### src/rtl/vram_arbiter.sv
// Three-port arbiter for the shared 16-bit video SRAM: fixed/round-robin grant
// selection with a starvation override, strobe sequencing and write turnaround.
module vram_arbiter #(
  parameter int ADDR_W   = 18,
  parameter int DATA_W   = 16,
  parameter int MAX_WAIT = 15
) (
  input  logic                  clk,
  input  logic                  reset_n,
  input  logic [2:0]            req,
  input  logic [2:0]            we,
  input  logic [3*ADDR_W-1:0]   addr,
  input  logic [3*DATA_W-1:0]   wdata,
  input  logic [5:0]            be,
  output logic [2:0]            gnt,
  output logic [2:0]            rvalid,
  output logic [DATA_W-1:0]     rdata,
  output logic [ADDR_W-1:0]     ram_addr,
  input  logic [DATA_W-1:0]     ram_din,
  output logic [DATA_W-1:0]     ram_dout,
  output logic                  ram_ce,
  output logic                  ram_oe,
  output logic                  ram_we,
  output logic                  ram_lb,
  output logic                  ram_hb
);

  typedef enum logic [1:0] {S_IDLE, S_READ, S_WRITE, S_TURN} state_t;

  localparam logic [7:0] MAX_W8 = 8'(MAX_WAIT);

  state_t              r_state;
  state_t              w_state_nxt;
  logic                r_rr_p2;
  logic [7:0]          r_wait;
  logic [2:0]          r_vld_p1;

  logic                w_any;
  logic [1:0]          w_sel;
  logic                w_sel_we;
  logic [ADDR_W-1:0]   w_sel_addr;
  logic [DATA_W-1:0]   w_sel_wdata;
  logic [1:0]          w_sel_be;

  // Grant selection: starvation override, then port 0, then round-robin 1/2.
  // Nothing issues in WRITE, and reset suppresses acceptance on that edge.
  always_comb begin
    w_any = 1'b0;
    w_sel = 2'd0;
    if (reset_n && r_state != S_WRITE) begin
      if (req[2] && r_wait == MAX_W8) begin
        w_any = 1'b1;
        w_sel = 2'd2;
      end else if (req[0]) begin
        w_any = 1'b1;
        w_sel = 2'd0;
      end else if (req[1] && !(req[2] && r_rr_p2)) begin
        w_any = 1'b1;
        w_sel = 2'd1;
      end else if (req[2]) begin
        w_any = 1'b1;
        w_sel = 2'd2;
      end
    end
  end

  always_comb begin
    w_sel_we    = we[2];
    w_sel_addr  = addr[2*ADDR_W +: ADDR_W];
    w_sel_wdata = wdata[2*DATA_W +: DATA_W];
    w_sel_be    = be[5:4];
    case (w_sel)
      2'd0: begin
        w_sel_we    = we[0];
        w_sel_addr  = addr[0 +: ADDR_W];
        w_sel_wdata = wdata[0 +: DATA_W];
        w_sel_be    = be[1:0];
      end
      2'd1: begin
        w_sel_we    = we[1];
        w_sel_addr  = addr[ADDR_W +: ADDR_W];
        w_sel_wdata = wdata[DATA_W +: DATA_W];
        w_sel_be    = be[3:2];
      end
      default: ;
    endcase
  end

  assign gnt = w_any ? (3'b001 << w_sel) : 3'b000;

  always_comb begin
    w_state_nxt = S_IDLE;
    if (w_any)
      w_state_nxt = w_sel_we ? S_WRITE : S_READ;
    else if (r_state == S_WRITE)
      w_state_nxt = S_TURN;
  end

  always_ff @(posedge clk) begin
    if (!reset_n) begin
      r_state <= S_IDLE;
      r_rr_p2 <= 1'b0;
      r_wait  <= 8'd0;
    end else begin
      r_state <= w_state_nxt;
      if (gnt[1])
        r_rr_p2 <= 1'b1;
      else if (gnt[2])
        r_rr_p2 <= 1'b0;
      if (req[2] && !gnt[2])
        r_wait <= (r_wait == MAX_W8) ? r_wait : r_wait + 8'd1;
      else
        r_wait <= 8'd0;
    end
  end

  // Stage p1: drive SRAM address/strobes for the access granted last cycle.
  always_ff @(posedge clk) begin
    if (!reset_n) begin
      ram_addr <= '0;
      ram_dout <= '0;
      ram_ce   <= 1'b0;
      ram_oe   <= 1'b0;
      ram_we   <= 1'b0;
      ram_lb   <= 1'b0;
      ram_hb   <= 1'b0;
      r_vld_p1 <= 3'b000;
    end else begin
      ram_ce   <= w_any;
      ram_oe   <= w_any && !w_sel_we;
      ram_we   <= w_any && w_sel_we;
      ram_lb   <= w_any && (w_sel_we ? w_sel_be[0] : 1'b1);
      ram_hb   <= w_any && (w_sel_we ? w_sel_be[1] : 1'b1);
      r_vld_p1 <= (w_any && !w_sel_we) ? gnt : 3'b000;
      if (w_any)
        ram_addr <= w_sel_addr;
      if (w_any && w_sel_we)
        ram_dout <= w_sel_wdata;
    end
  end

  // Stage p2: capture SRAM read data and tag it with the requesting port.
  always_ff @(posedge clk) begin
    if (!reset_n) begin
      rvalid <= 3'b000;
      rdata  <= '0;
    end else begin
      rvalid <= r_vld_p1;
      if (|r_vld_p1)
        rdata <= ram_din;
    end
  end

endmodule

### config.mk
export PLATFORM = sky130hd
export DESIGN_NAME = vram_arbiter
export DESIGN_NICKNAME = d
export VERILOG_FILES = /design/src/rtl/vram_arbiter.sv
export SDC_FILE = /design/constraint.sdc
export NUM_CORES = 1
export LEC_CHECK = 0
export CAP_MARGIN = 20
export CORE_MARGIN = 2
export CORE_UTILIZATION = 37
export DETAILED_ROUTE_END_ITERATION = 16
export PLACE_DENSITY = 0.81
export SYNTH_ARGS = -nofsm -noshare
export SYNTH_HDL_FRONTEND = slang
export SYNTH_SLANG_ARGS = --single-unit
### constraint.sdc
create_clock -name clk -period 3 [get_ports clk]
set_input_delay 0.3 -clock clk [delete_from_list [all_inputs] [get_ports clk]]
set_output_delay 0.3 -clock clk [all_outputs]
set_load 0.02 [all_outputs]
==> results of run 1 <==
-- cell type report --
cell class | instances | area (µm²) | area share [%]
clock buffers | 11 | 141 | 2.70
clock inverters | 5 | 32.5 | 0.621
inverters | 4 | 15.0 | 0.287
multi-input cells | 234 | 1500 | 28.6
flip-flops and latches | 72 | 1440 | 27.5
well taps | 105 | 131 | 2.51
repair buffers | 200 | 1980 | 37.8
-- routing by layer --
metal	wire length, µm	share of wire (%)
met5	0	0
met1	3570	36
met2	5260	53
met3	890	9.0
met4	157	1.6
-- power by group through the flow --
stage | registers, mW | logic, mW | clock network, mW
floorplan | 1.18 | 0.198 | 0
global placement | 1.09 | 0.645 | 0
detailed placement | 1.10 | 0.652 | 0
CTS | 1.08 | 0.656 | 0.690
global route | 1.08 | 0.697 | 0.743
finish | 1.07 | 0.651 | 0.676
-- worst max-delay path: cells and delay by family, from the launching register on --
family / cells / cell delay [ns]
flops: 1 / 0.36
simple gates: 2 / 0.74
buf+inv: 2 / 0.77
compound gates: 1 / 0.19
-- through the flow --
stage | power, mW | hold WS (ns) | instance area [µm²]
3_3_place_gp | 1.74 | 0.444 | 5060
5_1_grt | 2.52 | 0.335 | 5240
2_1_floorplan | 1.38 | 0.410 | 3090
6_report | 2.40 | 0.313 | 5240
3_5_place_dp | 1.75 | 0.455 | 5060
4_1_cts | 2.42 | 0.303 | 5240
-- worst min-delay path by stage --
stage / from / endpoint / slack [ns] / depth (start not counted)
global route: reset_n / r_vld_p1[1] / 0.33 / 3
global placement: ram_dout[11] / ram_dout[11] / 0.44 / 2
CTS: reset_n / r_vld_p1[1] / 0.30 / 3
finish: reset_n / r_vld_p1[1] / 0.31 / 3
detailed placement: ram_dout[2] / ram_dout[2] / 0.46 / 2
floorplan: be[2] / ram_lb / 0.41 / 1
-- placed cells by master, fill, tap and decap left out, types with 9 or more instances in the layout --
| cell | instances |
|---|---|
| a31o_1 | 14 |
| mux2i_1 | 16 |
| nor2_1 | 9 |
| clkdlybuf4s50_1 | 191 |
| a222oi_1 | 16 |
| dfxtp_1 | 72 |
| clkbuf_8 | 10 |
| a22oi_1 | 20 |
| a21boi_0 | 17 |
| a21oi_1 | 18 |
| nand2_1 | 69 |
-- cell families after synthesis --
logic type               after synthesis
multiplexers                          16
AND/OR/NAND/NOR                      106
XOR/XNOR                               5
flip-flops                            72
adder cells (fa/ha/maj)                1
AO/OA/AOI/OAI                        106
buffers and inverters                 32
-- registers in the layout, indices dropped and copies added (netlist names), 2 cells and up --
signal,cells
rdata,16
r_wait,8
r_vld_p1,3
r_state,2
rvalid,3
ram_addr,18
ram_dout,16
==> flow_metrics.tcl, run 1 <==
set metrics [dict create \
    ant_nets 0 \
    wl_per_cell_um 15.7 \
    drt-initial-drc-count 154 \
    overflow 0 \
    avgSynthCellArea_um2 9.15 \
    finalCritPeriodShare_pct 89.6 \
    final_util_pct 64.0 \
    skew_ns 0.00798 \
    drv_cap 0 \
    yosys.area_share.adder_pct 0.404 \
    ir_drop_v 0.000240 \
    slowest_stage "clkdlybuf4s50_1" \
    drt_pass1_iterations 6 \
    port_buffers 192 \
    core_um2 8180 \
    syn-cell-area_um2 3090 \
    post-route-drc-count 0 \
    relSlewSlack_pct 53.8 \
    setup_viol 0 \
    clock.fmax_mhz 372 \
    timing.critical_path.to "gnt[2]" \
    root_buffer "clkbuf_8" \
    diodes 0 \
    cp-end-kind "output port" \
    synth.area.top_cells "dfxtp_1 (47%), nand2_1 (8.4%), a222oi_1 (5.2%)" \
    syn_to_final_growth_pct 69.2 \
    use_met3_pct 7.35 \
    cp_max_fo 8 \
    switchingPower_uw 684 \
    vias_per_cell 5.17 \
    tns_ns 0 \
    period_minus_slack_ns 2.69 \
    reg2reg_from "r_wait[4]" \
    hpwl_um 7540 \
    fillers 701 \
    cts_resized 0 \
    switching_share_pct 28.5 \
    ys_seq_area_share_pct 46.6 \
    cpPeakStageDelay_ns 0.66 \
    post_layout_nonfiller_instances 631 \
    crit_chain "or4_4 -> o22ai_1 -> nand3_1 -> inv_2 -> clkdlybuf4s50_1" \
    antenna_found_initial 0 \
    die_area_um2 9110 \
    place.gp.congestion 0.791 \
    status "completed" \
    clock_path_buffers 2 \
    synthTopCellsByCount "dfxtp_1 (72), nand2_1 (69), a22oi_1 (20)" \
    grt_pass1_wl_um 14600 \
    start_util_pct 37.8 \
    synth.top_cell.area_share_pct 46.6 \
    netlist_instances 338 \
    clock_latency_ns 0.34 \
    hold_buffers 0 \
    synthMostInstantiatedCell "dfxtp_1" \
    met2_usage_pct 38.7 \
    yosys_warnings 0 \
    synth_compound_area_share_pct 25.9 \
    rsz0062_at_grt "no" \
    use_met1_pct 21.0 \
    dp_cells 615 \
    ff2ff_path_depth 8 \
    p_clk_share_pct 28.2 \
    synth.area.mux_share_pct 5.18 \
    r2r_slack_ns 0.41 \
    critPathKind "reg2out" \
    dp_slack_ns 0.393 \
    synth_edf_count 0 \
    grt_start_max_net_pins 58 \
    yosys.area_share.simple_pct 15.5 \
    yosys.cell_types.count 43 \
    tightest_slew_ns 0.692 \
    setup_ws_ns 0.311 \
    synth_top_area_cell "dfxtp_1" \
    grt_util_all_layers_pct 20.6 \
    cts_tree "done" \
    ios 193 \
    hold_viol 0 \
    r2r-end "ram_dout[4]" \
    drt-total-wl_um 9880 \
    p_comb_share_pct 27.1 \
    p_leak_nw 2.01 \
    report.final.slew_viol_count 0 \
    nets 654 \
    synthXorXnorAreaFrac_pct 1.42 \
    postSynth.asyncResetShare_pct 0 \
    synth_ff_type "dfxtp_1" \
    synth-seq-cells 72 \
    syn_nets 471 \
    synth_top_family_by_area "compound AO/OA/AOI/OAI gates" \
    intPower_mw 1.72 \
    cts_setup_buffers 0 \
    cp-start-kind "flip-flop" \
    clk_pin_slew_worst_paths_ns 0.07 \
    crit_path_start "r_wait[4]" \
    fp.dieW_um 95.5 \
    cp.required_ns 2.70 \
    top_usage_layer "met2" \
    cts_sinks 72 \
    power_density_nw_per_um2 459 \
    numCtsBuffers 9 \
    via_count 3263 \
    layout-drive-gt1-share_pct 5.70 \
    p_seq_share_pct 44.7 \
    die_h_um 95.5 \
    h-tree-depth 3 \
    arrival_ns 2.39 \
    num_rows 33 \
    hp-class "in2reg" \
    first_global_vias 3167 \
]
Power figures use the tool's default switching activity.
==> run 2: changes to the inputs <==
--- a/config.mk
+++ b/config.mk
@@ -9,7 +9,7 @@
 export CORE_MARGIN = 2
 export CORE_UTILIZATION = 37
 export DETAILED_ROUTE_END_ITERATION = 16
-export PLACE_DENSITY = 0.81
+export PLACE_DENSITY = 0.91
 export SYNTH_ARGS = -nofsm -noshare
 export SYNTH_HDL_FRONTEND = slang
 export SYNTH_SLANG_ARGS = --single-unit
==> run 2 against run 1 <==
Against the previous run:
- wire length is 1.5% higher
- count of clock-buffer cells in the layout is 1 higher
- cell area is 0.41% higher
- clock skew hardly changed
- combinational power hardly changed
- first-iteration DRC count is 11% lower
- core utilization is 0.26 points higher
- power is 5.0% higher
- non-clock buffer count is 3 lower
- global-route usage is 0.91 points higher
- setup slack worse by 0.19 ns
- largest power group unchanged
==> flow_metrics.tcl, run 2 (synthesis gave the netlist of run 1 again) <==
set metrics [dict create \
    hold_depth 2 \
    setup_viol 0 \
    cp-start-kind "flip-flop" \
    first_global_vias 3237 \
    syn_to_final_growth_pct 69.9 \
    cp.required_ns 2.70 \
    power_density_nw_per_um2 480 \
    grt_util_all_layers_pct 21.5 \
    stdcell_area_um2 5260 \
    reg2reg_from "r_wait[4]" \
    hold_viol 0 \
    reg_top3 "ram_addr x18, ram_dout x16, rdata x16" \
    drv_cap 0 \
    critPathKind "reg2out" \
    period_minus_slack_ns 2.88 \
    numCtsBuffers 9 \
    status "completed" \
    antenna_found_initial 0 \
    grt_start_max_net_pins 59 \
    layout-drive-gt1-share_pct 5.35 \
    layout_common_cells "clkdlybuf4s50_1 (191), dfxtp_1 (72), nand2_1 (69), a22oi_1 (20), a21oi_1 (18)" \
    h-tree-depth 3 \
    setup_ws_ns 0.124 \
    grt_pass1_wl_um 15000 \
    rsz0062_at_grt "no" \
    crit_path_start "r_wait[4]" \
    post-route-drc-count 0 \
    overflow 0 \
    port_buffers 192 \
    cpPeakStageDelay_ns 0.67 \
    drt-total-wl_um 10000 \
    skew_ns 0.00766 \
    tns_ns 0 \
    r2r-end "ram_dout[13]" \
    tightest_slew_ns 0.697 \
    die_area_um2 9110 \
    p_leak_nw 2.02 \
    hpwl_um 7630 \
    ant_nets 0 \
    die_h_um 95.5 \
    crit_chain "or4_4 -> o22ai_1 -> nand3_1 -> clkinv_2 -> clkdlybuf4s50_1" \
    drt-initial-drc-count 137 \
    largest_register_ffs 18 \
    diodes 0 \
    hp-class "reg2reg" \
    ff2ff_path_depth 7 \
    wl_per_cell_um 16.0 \
    clock_latency_ns 0.33 \
    finalCritPeriodShare_pct 95.9 \
    cts_tree "done" \
    start_util_pct 37.8 \
    p_total_mw 2.52 \
    cts_sinks 72 \
    cp_max_fo 19 \
    relSlewSlack_pct 53.4 \
    place_area_um2 5040 \
    dp_slack_ns 0.444 \
    via_count 3305 \
    ios 193 \
    nets 651 \
    clock.fmax_mhz 348 \
    root_buffer "clkbuf_8" \
    clock_path_buffers 2 \
    place.gp.congestion 0.804 \
    top_register "ram_addr" \
    timing.critical_path.to "gnt[2]" \
    fp.dieW_um 95.5 \
    core_um2 8180 \
    vias_per_cell 5.26 \
    report.final.slew_viol_count 0 \
    clk_pin_slew_worst_paths_ns 0.07 \
    num_rows 33 \
    ir_drop_v 0.000353 \
    drt_pass1_iterations 8 \
    slowest_stage "clkdlybuf4s50_1" \
    final_common_cell "clkdlybuf4s50_1" \
    arrival_ns 2.58 \
    r2r_slack_ns 0.48 \
    cp-end-kind "output port" \
]
run 2: changes by cell type in the layout (fill, tap and decap cells not counted):
cell,delta
buf_4,-3
bufinv_16,+1
clkbuf_1,-1
clkbuf_8,+2
clkinv_4,+1
clkinvlp_4,-2
inv_2,-1
run 2: worst min path at each step:
stage,startpoint,slack (ns),endpoint
finish,rdata[2],0.46,rdata[2]
global route,rdata[2],0.48,rdata[2]
CTS,rdata[2],0.47,rdata[2]
detailed placement,rdata[2],0.46,rdata[2]
global placement,ram_dout[15],0.44,ram_dout[15]
floorplan,be[2],0.41,ram_lb
run 2: cell type report:
class / count / area [µm²]
Clock buffer: 12 / 165
Inverter: 4 / 16.3
Timing Repair Buffer: 197 / 1950
Fill cell: 672 / 2920
Tap cell: 105 / 131
Sequential cell: 72 / 1440
Multi-Input combinational cell: 234 / 1500
Clock inverter: 4 / 51.3
run 2: layer usage:
layer	vias to the layer above	GRT usage (%)	share of wire, %
li1	1592	-	-
met1	1543	21.9	36
met2	153	40.6	54
met3	17	7.51	7.6
met4	0	7.02	2.5
met5	-	0	0
run 2: timing repair:
item,CTS,global route
buffers inserted,0,0
hold buffers,0,0
setup endpoints to repair,0,1
gates resized for setup,0,1
run 2: power breakdown:
part | switching, mW | internal (mW) | total (mW)
Clock | 0.340 | 0.452 | 0.793
Sequential | 0.0403 | 1.04 | 1.08
Combinational | 0.294 | 0.360 | 0.653
Total | 0.674 | 1.85 | 2.52
run 2: worst max-delay path: cells and delay by family (launching register included):
family                 cells  cell delay (ns)
AOI/OAI and AO/OA          1             0.19
buffers and inverters      2             0.94
DFF                        1             0.36
and+or+nand+nor            2             0.75
run 2: metrics by stage:
step                cells  hold slack [ns]  util [%]
detailed placement    612            0.455      61.6
CTS                   628            0.466      64.3
global placement      612            0.444      61.6
floorplan             338            0.410         -
global route          628            0.483      64.3
finish                628            0.463      64.3
==> run 3: changes to the inputs <==
--- a/config.mk
+++ b/config.mk
@@ -9,7 +9,7 @@
 export CORE_MARGIN = 2
 export CORE_UTILIZATION = 37
 export DETAILED_ROUTE_END_ITERATION = 16
-export PLACE_DENSITY = 0.91
+export PLACE_DENSITY = 0.81
 export SYNTH_ARGS = -nofsm -noshare
 export SYNTH_HDL_FRONTEND = slang
 export SYNTH_SLANG_ARGS = --single-unit
==> results of run 3 <==
No change in the layout: final DEF, timing and power equal those of run 1.
